==> src/rtl/mtm_trigger_seq.sv <==
// Master-trigger sequencer: synchronizes NIM decisions, sequences TRIG1/TRIG2/CLEAR,
// and maintains the event (ENC) and spill (SNC) tag counters for the RM receivers.
module mtm_trigger_seq #(
    parameter int          PW         = 4,
    parameter int          SETUP      = 3,
    parameter int          L2_TIMEOUT = 64,
    parameter int          DEAD_MIN   = 16,
    parameter logic [13:0] ENC_INIT   = 14'h0000
) (
    input  logic        SYSCLK,
    input  logic        RST_N,
    input  logic        ENABLE,
    input  logic        L1_IN,
    input  logic        L2_IN,
    input  logic        FCLR_IN,
    input  logic        SPILL_IN,
    input  logic        BUSY_IN,
    output logic        TRIG1,
    output logic        TRIG2,
    output logic        CLEAR,
    output logic [13:0] ENC,
    output logic [9:0]  SNC,
    output logic        BUSY_OUT
);

    localparam logic [3:0] PW_LD4   = 4'(PW - 1);
    localparam logic [7:0] PW_LD8   = 8'(PW - 1);
    localparam logic [7:0] SETUP_LD = 8'(SETUP - 1);
    localparam logic [7:0] TO_LD    = 8'(L2_TIMEOUT - 1);
    localparam logic [7:0] DEAD_LD  = 8'(DEAD_MIN - 1);

    typedef enum logic [2:0] {
        S_IDLE,
        S_WAIT_L2,
        S_SETUP,
        S_T2,
        S_CLR,
        S_DEAD
    } state_t;

    state_t      state_q;
    logic [7:0]  seq_cnt_q;
    logic [3:0]  t1_cnt_q;
    logic        trig1_q, trig2_q, clear_q, busy_out_q, pend_q;
    logic [13:0] enc_q;
    logic [9:0]  snc_q;

    // Bit order: 0=L1, 1=L2, 2=FCLR, 3=SPILL, 4=BUSY (level only)
    logic [4:0]  in_vec;
    logic [4:0]  s1_q, s2_q, s3_q;
    logic [3:0]  edge_q;

    logic l1_edge, l2_edge, fclr_edge, spill_edge, busy_s;
    logic l1_accept, dead_done, spill_hold, busy_out_d;

    assign in_vec = {BUSY_IN, SPILL_IN, FCLR_IN, L2_IN, L1_IN};

    always_ff @(posedge SYSCLK) begin
        if (!RST_N) begin
            s1_q   <= '0;
            s2_q   <= '0;
            s3_q   <= '0;
            edge_q <= '0;
        end else begin
            s1_q   <= in_vec;
            s2_q   <= s1_q;
            s3_q   <= s2_q;
            edge_q <= s2_q[3:0] & ~s3_q[3:0];
        end
    end

    assign l1_edge    = edge_q[0];
    assign l2_edge    = edge_q[1];
    assign fclr_edge  = edge_q[2];
    assign spill_edge = edge_q[3];
    // BUSY is taken from the same stage depth as the edges so both act with equal latency
    assign busy_s     = s3_q[4];

    assign l1_accept  = (state_q == S_IDLE) && l1_edge && ENABLE && !busy_s;
    assign dead_done  = (state_q == S_DEAD) && (seq_cnt_q == 8'd0) && !busy_s;
    assign spill_hold = (state_q == S_SETUP) || (state_q == S_T2);

    always_comb begin
        busy_out_d = 1'b1;
        if (state_q == S_IDLE) begin
            busy_out_d = l1_accept;
        end else begin
            busy_out_d = !dead_done;
        end
        busy_out_d = busy_out_d | busy_s | !ENABLE;
    end

    always_ff @(posedge SYSCLK) begin
        if (!RST_N) begin
            state_q   <= S_IDLE;
            seq_cnt_q <= 8'd0;
            trig2_q   <= 1'b0;
            clear_q   <= 1'b0;
            enc_q     <= ENC_INIT;
        end else begin
            case (state_q)
                S_IDLE: begin
                    if (l1_accept) begin
                        state_q   <= S_WAIT_L2;
                        seq_cnt_q <= TO_LD;
                    end
                end
                S_WAIT_L2: begin
                    // Fast clear outranks an L2 seen in the same cycle
                    if (fclr_edge || seq_cnt_q == 8'd0) begin
                        state_q   <= S_CLR;
                        clear_q   <= 1'b1;
                        seq_cnt_q <= PW_LD8;
                    end else if (l2_edge) begin
                        state_q   <= S_SETUP;
                        enc_q     <= enc_q + 14'd1;
                        seq_cnt_q <= SETUP_LD;
                    end else begin
                        seq_cnt_q <= seq_cnt_q - 8'd1;
                    end
                end
                S_SETUP: begin
                    if (seq_cnt_q == 8'd0) begin
                        state_q   <= S_T2;
                        trig2_q   <= 1'b1;
                        seq_cnt_q <= PW_LD8;
                    end else begin
                        seq_cnt_q <= seq_cnt_q - 8'd1;
                    end
                end
                S_T2: begin
                    if (seq_cnt_q == 8'd0) begin
                        state_q   <= S_DEAD;
                        trig2_q   <= 1'b0;
                        seq_cnt_q <= DEAD_LD;
                    end else begin
                        seq_cnt_q <= seq_cnt_q - 8'd1;
                    end
                end
                S_CLR: begin
                    if (seq_cnt_q == 8'd0) begin
                        state_q   <= S_DEAD;
                        clear_q   <= 1'b0;
                        seq_cnt_q <= DEAD_LD;
                    end else begin
                        seq_cnt_q <= seq_cnt_q - 8'd1;
                    end
                end
                S_DEAD: begin
                    if (seq_cnt_q != 8'd0) begin
                        seq_cnt_q <= seq_cnt_q - 8'd1;
                    end else if (!busy_s) begin
                        state_q <= S_IDLE;
                    end
                end
                default: state_q <= S_IDLE;
            endcase
        end
    end

    // TRIG1 runs on its own counter so it can overlap an early TRIG2/CLEAR
    always_ff @(posedge SYSCLK) begin
        if (!RST_N) begin
            trig1_q  <= 1'b0;
            t1_cnt_q <= 4'd0;
        end else if (l1_accept) begin
            trig1_q  <= 1'b1;
            t1_cnt_q <= PW_LD4;
        end else if (trig1_q) begin
            if (t1_cnt_q == 4'd0) begin
                trig1_q <= 1'b0;
            end else begin
                t1_cnt_q <= t1_cnt_q - 4'd1;
            end
        end
    end

    always_ff @(posedge SYSCLK) begin
        if (!RST_N) begin
            snc_q  <= 10'd0;
            pend_q <= 1'b0;
        end else if (spill_hold) begin
            if (spill_edge) begin
                pend_q <= 1'b1;
            end
        end else if (spill_edge || pend_q) begin
            snc_q  <= snc_q + 10'd1;
            pend_q <= 1'b0;
        end
    end

    always_ff @(posedge SYSCLK) begin
        if (!RST_N) begin
            busy_out_q <= 1'b1;
        end else begin
            busy_out_q <= busy_out_d;
        end
    end

    assign TRIG1    = trig1_q;
    assign TRIG2    = trig2_q;
    assign CLEAR    = clear_q;
    assign ENC      = enc_q;
    assign SNC      = snc_q;
    assign BUSY_OUT = busy_out_q;

endmodule

==> config.mk <==
export PLATFORM = sky130hd
export DESIGN_NAME = mtm_trigger_seq
export DESIGN_NICKNAME = d
export VERILOG_FILES = /design/src/rtl/mtm_trigger_seq.sv
export SDC_FILE = /design/constraint.sdc
export NUM_CORES = 1
export LEC_CHECK = 0
export ABC_AREA = 1
export BUFFER_PORTS_ARGS = -buffer_cell sky130_fd_sc_hd__buf_4
export CAP_MARGIN = 10
export CORE_MARGIN = 1
export CORE_UTILIZATION = 35
export DETAILED_ROUTE_END_ITERATION = 16
export HOLD_SLACK_MARGIN = 0.02
export PLACE_DENSITY_LB_ADDON = 0.25
export SYNTH_ARGS = -nofsm -noshare
export SYNTH_HDL_FRONTEND = slang
export SYNTH_SLANG_ARGS = --single-unit
==> constraint.sdc <==
create_clock -name SYSCLK -period 3.9 [get_ports SYSCLK]
set_input_delay 0.39 -clock SYSCLK [delete_from_list [all_inputs] [get_ports SYSCLK]]
set_output_delay 0.39 -clock SYSCLK [all_outputs]
set_load 0.005 [all_outputs]
=== Yosys cells after proc, flatten, opt, wreduce, memory -nomap -nowiden ===
Cells that the tools add are included.
W data, S select, Z words.

* Register bits after elaboration: 63
* Output and inout bits: 28
* Logic and storage cells: 105

* Add/subtract/negate cells: 4
* Eq/ne operators: 17
* Muxes and demuxes: 30
* Bitwise gates (word level): 8
* Reduce and logical (&&, ||, !) cells: 31

{| class="wikitable"
|+ Operator list
! cell !! number
|-
| $mux W8 || 6
|-
| $pmux W8 S5 || 1
|-
| $mux W3 || 7
|-
| $ne A2 B2 Y1 const B || 9
|-
| $pmux W3 S5 || 1
|-
| $add A14 B1 Y14 const B || 1
|-
| $reduce_and A3 Y1 || 4
|-
| $add A10 B1 Y10 const B || 1
|-
| $mux W1 || 10
|-
| $logic_not A8 Y1 || 1
|-
| $reduce_and A2 Y1 || 4
|-
| $reduce_bool A2 Y1 || 4
|-
| $reduce_bool A8 Y1 || 1
|-
| $sub A8 B1 Y8 const B || 1
|-
| $eq A3 B2 Y1 const B || 2
|-
| $eq A3 B3 Y1 const B || 2
|-
| $mux W2 || 3
|-
| $reduce_and A6 Y1 || 1
|-
| $logic_and A1 B1 Y1 || 5
|-
| $reduce_bool A5 Y1 || 1
|-
| $and A4 B4 Y4 || 1
|-
| $logic_not A4 Y1 || 1
|-
| $ne A2 B1 Y1 const B || 2
|-
| $not A1 Y1 || 4
|-
| 10 further kinds || 17
|}

=== Depth between registers and ports, before layout ===
Gate-level depths: netlist (run 1).

* Word-level depth: 7
* Depth in mapped cells: 13
* Gate-level depth less buffers: 12

=== Worst setup path after synthesis (run 1) ===
Ideal clock, no wire load.

* Kind: reg-to-reg
* Start point: reg seq_cnt_q[0]
* End point: reg enc_q[7], in the netlist ENC[7]
* Library setup time: 113 ps
* Arrival time: 1385 ps
* Path slack: 2402 ps
* Cell stages (with the launch flop): 14
* Path buffers: 1
* Period minus slack after synthesis: 1498 ps
* Path through: dfxtp_1 -> inv_1 -> ha_1 -> inv_1 -> nor2_1 -> nand2_2 -> nand2_2 -> nor2_2 -> buf_4 -> nand2_2 -> nor2_2 -> nand2_1 -> nand2_1 -> nor2_1

* Word-level cells in the longest chain between the ends: 4

{| class="wikitable"
|+ RTL lines
! what !! RTL line !! RTL
|-
| start, declared || 42 || <nowiki>logic [7:0] seq_cnt_q;</nowiki>
|-
| start signal, assigned || 119 || <nowiki>seq_cnt_q <= seq_cnt_q - 8'd1;</nowiki>
|-
| start signal, assigned || 128 || <nowiki>seq_cnt_q <= seq_cnt_q - 8'd1;</nowiki>
|-
| start signal, assigned || 137 || <nowiki>seq_cnt_q <= seq_cnt_q - 8'd1;</nowiki>
|-
| $logic_not A8 Y1 || 110 || <nowiki>if (fclr_edge || seq_cnt_q == 8'd0) begin</nowiki>
|-
| $logic_or A1 B1 Y1 || 110 ||
|-
| $not A1 Y1 (no line) || -- ||
|-
| $reduce_and A3 Y1 (no line) || -- ||
|-
| end signal, assigned || 116 || <nowiki>enc_q <= enc_q + 14'd1;</nowiki>
|-
| end, declared || 45 || <nowiki>logic [13:0] enc_q;</nowiki>
|}

No other way between the ends.
A chain may end at the register's enable or synchronous reset.

=== Final worst setup path (run 1) ===
* Start point: reg seq_cnt_q[0]
* End point: reg enc_q[3], in the netlist ENC[3]

The elaborated chain is that of the path after synthesis.

==> summary.txt, run 1 <==
Outcome
  – Status: completed

Critical path
  – Worst Path Arrival: 2320 ps
  – R2R Path End: ENC[3]$_SDFFE_PN0P_
  – R2R setup slack: 1850 ps
  – Crit Path Category: reg -> reg
  – Crit Path Max Fanout: 14
  – Reg2reg start: seq_cnt_q[0]$_SDFFE_PN0P_
  – R2R cell count: 11
  – CP required: 4170 ps
  – Crit. End Element: register
  – Worst Setup Start Kind: register

Synth
  – Gate Count Post-Synth: 422
  – Ys flop type: dfxtp_1
  – Cell area after synthesis: 2950 um2
  – FFs w/ async S/R, synth: 0%
  – Sequential area share after synthesis: 42.75%
  – Syn Area/Cell: 6.991 um2
  – Synth Register Bits: 63
  – Post-synth net total: 435
  – Cell variety after synth: 31
  – Synth warnings: 0
  – Post-synth EDFFs: 0

Detailed routing
  – Initial DRC count: 132
  – Drt pass-1 iters: 4
  – Vias per cell: 4.528
  – DR vias: 2581
  – DRC Markers: 0
  – DR WL/cell: 10.18 um
  – Final wirelength: 5.802 mm
  – Antenna Violating Nets Remaining: 0

Placed design
  – Dpl hpwl: 4.267 mm
  – RePlAce Congestion: 0.9016
  – PortBufs: 35

CTS
  – Clock tree buffer depth: 2
  – Root Buffer: clkbuf_8
  – Hold_buf cts: 0
  – CTS tree: built
  – CTS H-Tree Depth: 3
  – Setup Buffers After CTS: 0
  – Latest clock arrival within the worst-skew pair: 340 ps
  – Clk sinks: 63
  – TritonCTS buffer count: 9
  – Worst-path clk slew: 70 ps
  – Post_cts resized: 0

Die
  – Core area: 8175 um2
  – Initial Utilization: 36.09%
  – IO Pins: 36
  – Die width: 93.81 um
  – Die footprint: 8800 um2
  – Site row count: 33
  – Die Y: 93.81 um

STA
  – Endpoints failing hold: 0
  – RSZ-0062 raised after global routing: no
  – Final-report max-slew violation count: 0
  – Achievable frequency: 0.4877 GHz
  – Slew @ Worst Pin: 559.6 ps
  – Final setup viols: 0
  – Final min period: 2051 ps
  – Fin Setup TNS: 0 ps
  – Clk_skew: 5.656 ps
  – Final worst path period share: 52.58%
  – Relative slew margins: 62.35%

Hold path
  – HP Start: BUSY_IN
  – Hold Path Class: in -> reg
  – Hold Path Sink: s1_q[4]$_SDFF_PN0_
  – Worst Hold Path Cells: 3

Power and ir drop
  – VDD IR max: 260.6 uV
  – Leak Pwr: 0.001578 uW
  – PwrDens: 527.3 nW/um2

GRT
  – Total grt overflow: 0
  – Largest net degree at the start of global routing: 41
  – Vias in the first global route: 2359
  – Tot GR Track Use: 14.73%
  – First-pass GRT wire length: 10.21 mm
  – Initial antenna violation count: 0

Finish
  – # diodes: 0
  – Final core occ: 42.62%
  – Area Growth Syn to Fin: 18.11%
  – Fill cells: 862
  – Fin nets: 473
  – Share of cells above drive strength 1: 15.05%

Run
  – Max-cap violations: 0
cell usage after synthesis (all sizes together) (2+ instances only):
cell type / count / area share (%)
nand2: 97 / 13
inv: 71 / 9.0
dfxtp: 63 / 43
nor2: 58 / 7.8
a21oi: 33 / 5.6
nand3: 27 / 5.1
o21ai: 21 / 3.6
xor2: 12 / 3.6
nor3: 10 / 2.1
clkbuf: 5 / 0.64
ha: 5 / 2.1
nand4: 5 / 1.1
buf: 3 / 0.76
a31oi: 2 / 0.42
area by class of cell:
class,count,area (um2),area share (%)
multi-input combinational,279,1378,39.53
sequential,63,1261,36.19
inverter,72,270.3,7.756
timing repair buffer,35,262.8,7.540
clock buffer,10,137.6,3.950
tap,105,131.4,3.770
clock inverter,6,43.79,1.257
per-stage QoR:
step                hold slack, ps  instances  setup slack, ps  instance area, um2  total power (uW)
global placement             371.6        554             1930                3303              1329
detailed placement           377.1        554             1853                3303              1334
floorplan                    368.0        422             2402                2950              1206
CTS                          208.1        570             1824                3485              1863
finish                       231.6        570             1849                3485              1837
global route                 217.9        570             1538                3485              1984
worst max path at each step:
stage                                    from                   to  depth (start not counted)
finish              seq_cnt_q[0]$_SDFFE_PN0P_  ENC[3]$_SDFFE_PN0P_                         11
global route        seq_cnt_q[0]$_SDFFE_PN0P_  ENC[3]$_SDFFE_PN0P_                         11
CTS                 seq_cnt_q[0]$_SDFFE_PN0P_  ENC[3]$_SDFFE_PN0P_                         11
detailed placement  seq_cnt_q[0]$_SDFFE_PN0P_  ENC[3]$_SDFFE_PN0P_                         11
global placement    seq_cnt_q[0]$_SDFFE_PN0P_  ENC[3]$_SDFFE_PN0P_                         11
floorplan           seq_cnt_q[0]$_SDFFE_PN0P_  ENC[7]$_SDFFE_PN0P_                         13
sequential cells by signal, summed over array words and instances (netlist names):
signal and cells:
ENC 14, SNC 10, seq_cnt_q 8, s1_q 5, s2_q 5, s3_q 5
edge_q 4, t1_cnt_q 4, state_q 3, BUSY_OUT 1, CLEAR 1, TRIG1 1
TRIG2 1, pend_q 1
kinds of logic (layout without fill, tap and decap cells):
family / Yosys count / count (layout) / share of synthesized area, %
buffers and inverters: 80 / 123 / 10.56
AND/OR/NAND/NOR: 200 / 200 / 29.86
XOR/XNOR: 13 / 13 / 3.859
flip-flops: 63 / 63 / 42.75
AO/OA/AOI/OAI: 61 / 61 / 10.86
adder cells (fa/ha/maj): 5 / 5 / 2.120
metal layers:
metal	wire, um	GRT usage, %	up-vias
met4	74	5.513	0
met2	2550	22.81	48
li1	-	-	1401
met1	2911	19.11	1124
met3	266	4.531	8
met5	0	0	-
cell usage in the layout (no fill, tap or decap), drive strengths merged, types with 2 or more instances in the layout:
cell type and instances:
a21oi 33, nor2 58, buf 35, xor2 12
inv 73, a31oi 2, o21ai 21, nand3 27
dfxtp 63, clkbuf 10, clkinv 4, ha 5
nor3 10, nand4 5, nand2 97
power by group:
part           switching, uW  internal (uW)
sequential              46.0            696
combinational            378            201
clock                    265            251
worst max-delay path: stages (launching register included):
cell and delay [ps]:
dfxtp_1 330, inv_1 90, ha_1 220, inv_1 50
nor2_1 40, nand2_2 140, nand2_2 90, nor2_2 340
inv_1 300, o21ai_0 220, nand2_1 60, nor2_1 90
(Power assumes the default switching activity.)
==> run 2: changes to the inputs <==
Settings changed: ABC_AREA 1 to 0.
Clock period 3.9 ns to 1.88 ns, I/O delays scaled along.
==> run 2 against run 1 <==
Maximum frequency increased by 15%; non-clock buffer count grew 28; register-to-register slack worse by 1800 ps; worst setup slack worse by 1800 ps; total power up 56%; count of clock-buffer cells in the layout did not move; highest routed layer unchanged.
==> summary.txt, run 2 <==
Power and ir drop
  – Sw power: 720.6 uW
  – Total Power: 2859 uW
  – Combinational Power Share: 10.6%
  – Clock network power share: 40.9%
  – Int Pwr: 2139 uW
  – Sequential power share: 48.5%
  – Switching share of total power: 25.20%
  – Leak Pwr: 0.001434 uW
  – VDD IR max: 607.8 uV
  – PwrDens: 797.4 nW/um2

Synth
  – Post-Synth Simple-Gate Area: 25.39%
  – Top cells by area, synth: dfxtp_1, nor2_1, and2_1, xor2_1, a21oi_1
  – Cell area after synthesis: 2853 um2
  – FFs w/ async S/R, synth: 0%
  – Cell variety after synth: 55
  – Post-synth net total: 325
  – Area share of the largest cell type after synthesis: 44.21%
  – Sequential area share after synthesis: 44.21%
  – Synth warnings: 0
  – Largest family of logic cells by synthesized area: simple AND/OR/NAND/NOR gates
  – Multiplexer area fraction after synthesis: 1.053%
  – Post-synthesis adder-cell area fraction: 2.193%
  – Largest area contributor in the netlist: dfxtp_1
  – Synth Register Bits: 63
  – Commonest cells post-synth: dfxtp_1, nor2_1, a21oi_1, and2_1, nand2_1
  – Post-synth EDFFs: 0
  – Count leader, synth: dfxtp_1
  – Gate Count Post-Synth: 312
  – Compound-Gate Fraction of Synth Area: 15.70%
  – Ys flop type: dfxtp_1
  – Syn Area/Cell: 9.143 um2
  – XOR/XNOR share of the synthesized area: 6.754%

CTS
  – Clock tree buffer depth: 2
  – Worst-path clk slew: 80 ps
  – Latest clock arrival within the worst-skew pair: 340 ps
  – Root Buffer: clkbuf_8
  – Hold_buf cts: 0
  – CTS tree: built
  – Clk sinks: 63
  – CTS H-Tree Depth: 3
  – TritonCTS buffer count: 9

STA
  – Slew @ Worst Pin: 419.4 ps
  – Final min period: 1782 ps
  – Final worst path period share: 94.78%
  – RSZ-0062 raised after global routing: yes
  – Relative slew margins: 71.78%
  – Clk_skew: 15.49 ps
  – Fin Setup TNS: 0 ps
  – Endpoints failing hold: 0
  – Achievable frequency: 0.5612 GHz
  – Final-report max-slew violation count: 0
  – Final setup viols: 0

Finish
  – # diodes: 0
  – Commonest cells after routing, fill and taps aside: buf_4, dfxtp_1, nor2_1
  – Share of cells above drive strength 1: 26.40%
  – Area Growth Syn to Fin: 25.70%
  – Largest register FFs: 14
  – Fin cells: 477
  – Design area: 3586 um2
  – Commonest non-fill, non-tap cell in the layout: buf_4
  – Fin nets: 384

Critical path
  – Crit-path leading delay family: buffers and inverters
  – Most frequent CP cell: buf_4
  – Crit Path Max Fanout: 6
  – Worst Path Arrival: 2060 ps
  – Worst path buffer plus inverter count: 4
  – Crit. End Element: register
  – Critical path, cell by cell: inv_2 > ha_4 > nor4b_4 > buf_4 > a2111oi_4 > buf_4 > buf_4 > a31o_2 > a21oi_1
  – Worst path slowest cell: dfxtp_2
  – CP required: 2160 ps
  – CP peak stage delay: 330 ps
  – Worst Setup Start Kind: register
  – Crit Path Category: reg -> reg

GRT
  – Initial antenna violation count: 0
  – Tot GR Track Use: 14.94%
  – First-pass GRT wire length: 10.07 mm
  – Largest net degree at the start of global routing: 30
  – Total grt overflow: 0
  – Vias in the first global route: 2200

Detailed routing
  – DR vias: 2373
  – Antenna Violating Nets Remaining: 0
  – Final wirelength: 6.166 mm
  – DRC Markers: 0
  – Initial DRC count: 165
  – Vias per cell: 4.975
  – DR WL/cell: 12.93 um
  – Drt pass-1 iters: 4

Die
  – Site row count: 32
  – Initial Utilization: 36.54%
  – Die width: 92.28 um
  – IO Pins: 36
  – Die Y: 92.28 um
  – Die footprint: 8516 um2
  – Core area: 7807 um2

Placed design
  – PortBufs: 35
  – Placed Area: 3319 um2
  – RePlAce Congestion: 0.8019
  – Placed cells: 457
  – Dpl hpwl: 4.145 mm

Hold path
  – Hold Path Class: in -> reg

Run
  – Max-cap violations: 0

Outcome
  – Status: completed
-- run 2: cell types whose count changed after synthesis, moves of 5 or more --
cell	previous run	this run
a21oi_1	33	19
o21ai_0	19	11
inv_1	67	9
nor2b_1	0	5
xnor2_1	1	10
nand2_1	92	17
nand4_1	5	12
and2_1	0	17
nand3_1	24	7
nor2_1	53	39
-- run 2: layer usage --
| metal | track usage [%] | vias to the layer above | part of all wire, % |
|---|---|---|---|
| met1 | 19.90 | 1090 | 50 |
| met4 | 5.469 | 0 | 1.6 |
| met3 | 4.063 | 11 | 4.6 |
| met2 | 23.01 | 55 | 44 |
| li1 | - | 1217 | - |
| met5 | 0 | - | 0 |
-- run 2: power by group through the flow --
stage	clock [uW]	sequential (uW)	combinational (uW)
6_report	1170	1390	303
5_1_grt	1260	1390	329
4_1_cts	1200	1390	291
3_5_place_dp	0	1420	289
3_3_place_gp	0	1420	288
2_1_floorplan	0	1410	192
-- run 2: cell families after synthesis --
group | Yosys count
fa+ha+maj | 5
xor+xnor | 22
buf+inv | 25
mux | 3
flops | 63
compound gates | 63
simple gates | 131
-- run 2: final timing paths --
path | startpoint | to | slack (ps) | cells after the start
setup / recovery | seq_cnt_q[1]$_SDFFE_PN0P_ | ENC[7]$_SDFFE_PN0P_ | 100 | 9
setup reg to reg | seq_cnt_q[1]$_SDFFE_PN0P_ | ENC[7]$_SDFFE_PN0P_ | 100 | 9
hold reg to reg | s3_q[3]$_SDFF_PN0_ | edge_q[3]$_SDFF_PN0_ | 380 | 1
hold / removal | BUSY_IN | s1_q[4]$_SDFF_PN0_ | 60 | 2
-- run 2: layout make-up --
type | count | area (um2)
flip-flops and latches | 63 | 1264
well taps | 102 | 127.6
clock buffers | 10 | 137.6
repair buffers | 63 | 473.0
fillers | 792 | 4222
clock inverters | 5 | 58.81
inverters | 10 | 37.54
multi-input cells | 224 | 1488
-- run 2: stage by stage --
step	util, %	hold WS [ps]	setup WS (ps)
global placement	42.52	371.9	115.0
detailed placement	42.52	375.5	98.38
finish	45.93	58.07	98.10
CTS	45.03	42.32	63.29
floorplan	-	315.3	14.09
global route	45.93	41.47	-10.07
-- run 2: repair_timing --
item                                    in CTS  in global routing
endpoints found under the setup margin       0                  6
gates resized for setup                      0                  9
buffers inserted                             0                  5
==> run 3: changes to the inputs <==
Settings changed: CORE_UTILIZATION 35 to 34.
==> run 3 against run 2 <==
The flow now finishes with violations (DRC); final cell count up 1.7%; utilization down 2.3 points; critical path depth unchanged; largest cell class unchanged.
==> summary.txt, run 3 (same netlist as run 2, synthesis figures left out) <==
Detailed routing
  – DRC Markers: 2
  – Drt pass-1 iters: 10
  – Initial DRC count: 207
  – Vias per cell: 4.994
  – Final wirelength: 6.022 mm
  – DR vias: 2422
  – Antenna Violating Nets Remaining: 0
  – DR WL/cell: 12.42 um

STA
  – Relative slew margins: 70.59%
  – Clk_skew: 10.46 ps
  – Slew @ Worst Pin: 437.0 ps
  – Achievable frequency: 0.5641 GHz
  – Endpoints failing hold: 0
  – Final min period: 1773 ps
  – Final-report max-slew violation count: 0
  – Final worst path period share: 94.29%
  – Post-route setup slack: 107.4 ps
  – RSZ-0062 raised after global routing: no
  – Fin Setup TNS: 0 ps
  – Final setup viols: 0

Critical path
  – R2R setup slack: 110 ps
  – Crit Path Max Fanout: 6
  – Worst Path Arrival: 2030 ps
  – End of the critical path: ENC[7]$_SDFFE_PN0P_
  – CP required: 2140 ps
  – Reg2reg start: seq_cnt_q[0]$_SDFFE_PN0P_
  – Worst path buffer plus inverter count: 4
  – Critical path, cell by cell: inv_1 > ha_1 > nor4b_4 > buf_4 > a2111oi_4 > buf_4 > buf_4 > nand4_1 > a21oi_1
  – Crit Path Category: reg -> reg
  – Crit. End Element: register
  – Most frequent CP cell: buf_4
  – CP Depth: 9
  – Critical Path Start: seq_cnt_q[0]$_SDFFE_PN0P_
  – Worst path slowest cell: dfxtp_2
  – Worst Setup Start Kind: register
  – R2R Path End: ENC[7]$_SDFFE_PN0P_
  – CP peak stage delay: 330 ps
  – R2R cell count: 9
  – Crit-path leading delay family: buffers and inverters

GRT
  – Total grt overflow: 0
  – Largest net degree at the start of global routing: 30
  – First-pass GRT wire length: 10.31 mm
  – Tot GR Track Use: 14.86%
  – Vias in the first global route: 2321
  – Initial antenna violation count: 0

Placed design
  – RePlAce Congestion: 0.8444
  – Placed Area: 3376 um2
  – PortBufs: 35
  – Placed cells: 467
  – Dpl hpwl: 4.220 mm
  – Worst slack, placed: 76.53 ps

Hold path
  – Hold Path Class: in -> reg

Finish
  – Share of cells above drive strength 1: 25.79%
  – Area Growth Syn to Fin: 24.91%
  – Largest register FFs: 14
  – Fin nets: 388
  – Commonest non-fill, non-tap cell in the layout: buf_4
  – Fill cells: 840
  – Commonest cells after routing, fill and taps aside: buf_4, dfxtp_1, nor2_1
  – Fin cells: 485
  – Design area: 3563 um2
  – # diodes: 0
  – Final core occ: 43.59%

CTS
  – CTS H-Tree Depth: 3
  – Worst-path clk slew: 70 ps
  – TritonCTS buffer count: 9
  – Hold_buf cts: 0
  – Latest clock arrival within the worst-skew pair: 330 ps
  – Clock tree buffer depth: 2
  – Clk sinks: 63
  – Root Buffer: clkbuf_8
  – CTS tree: built

Die
  – Die footprint: 8761 um2
  – Site row count: 33
  – Die Y: 93.60 um
  – Core area: 8175 um2
  – Initial Utilization: 34.89%
  – Die width: 93.60 um
  – IO Pins: 36

Power and ir drop
  – Leak Pwr: 0.001440 uW
  – VDD IR max: 444.4 uV
  – PwrDens: 750.4 nW/um2

Outcome
  – Status: finished, violations left
  – Failing checks: DRC

Run
  – Max-cap violations: 0
-- run 3: metrics by stage --
| step | power, uW | hold WS (ps) |
|---|---|---|
| floorplan | 1606 | 315.3 |
| global placement | 1725 | 371.9 |
| detailed placement | 1722 | 371.1 |
| CTS | 2708 | 50.36 |
| global route | 2802 | 57.24 |
| finish | 2674 | 65.54 |
-- run 3: where the power goes --
group | internal, uW | switching [uW] | leakage (uW)
clock | 473 | 504 | 0.0000801
sequential | 1370 | 22.8 | 0.000513
combinational | 143 | 166 | 0.000848
total | 1980 | 693 | 0.00144
-- run 3: area by class of cell --
class | count | area (um2) | area share (%)
multi-input combinational | 224 | 1469 | 41.22
tap | 105 | 131.4 | 3.687
clock inverter | 4 | 22.52 | 0.6320
inverter | 10 | 37.54 | 1.053
timing repair buffer | 67 | 503.0 | 14.12
sequential | 63 | 1265 | 35.50
clock buffer | 12 | 135.1 | 3.792
-- run 3: metal layers --
layer  up-vias  GRT usage [%]  wire length (um)
met3         6          3.333               236
met1      1141          18.98              2916
met4         0          5.513                59
li1       1231              -                 -
met5         -              0                 0
met2        44          24.39              2810
-- run 3: worst min path at each step --
stage                       startpoint              endpoint  slack, ps  cells past startpoint
floorplan                        L1_IN    s1_q[0]$_SDFF_PN0_        320                      1
global placement    s3_q[1]$_SDFF_PN0_  edge_q[1]$_SDFF_PN0_        370                      1
detailed placement  s3_q[1]$_SDFF_PN0_  edge_q[1]$_SDFF_PN0_        370                      1
CTS                              L1_IN    s1_q[0]$_SDFF_PN0_         50                      2
global route                   BUSY_IN    s1_q[4]$_SDFF_PN0_         60                      2
finish                           L1_IN    s1_q[0]$_SDFF_PN0_         70                      2
-- run 3: worst reg2reg max path, stage by stage (launching register included) --
cell and delay, ps:
dfxtp_2 330, inv_1 50, ha_1 190, nor4b_4 140, buf_4 170, a2111oi_4 280, buf_4 200, buf_4 120
nand4_1 100, a21oi_1 150
-- run 3: what timing repair did --
item                                    CTS  global route
endpoints found under the setup margin    0             6
resized for setup                         0             6
setup buffers                             0             2
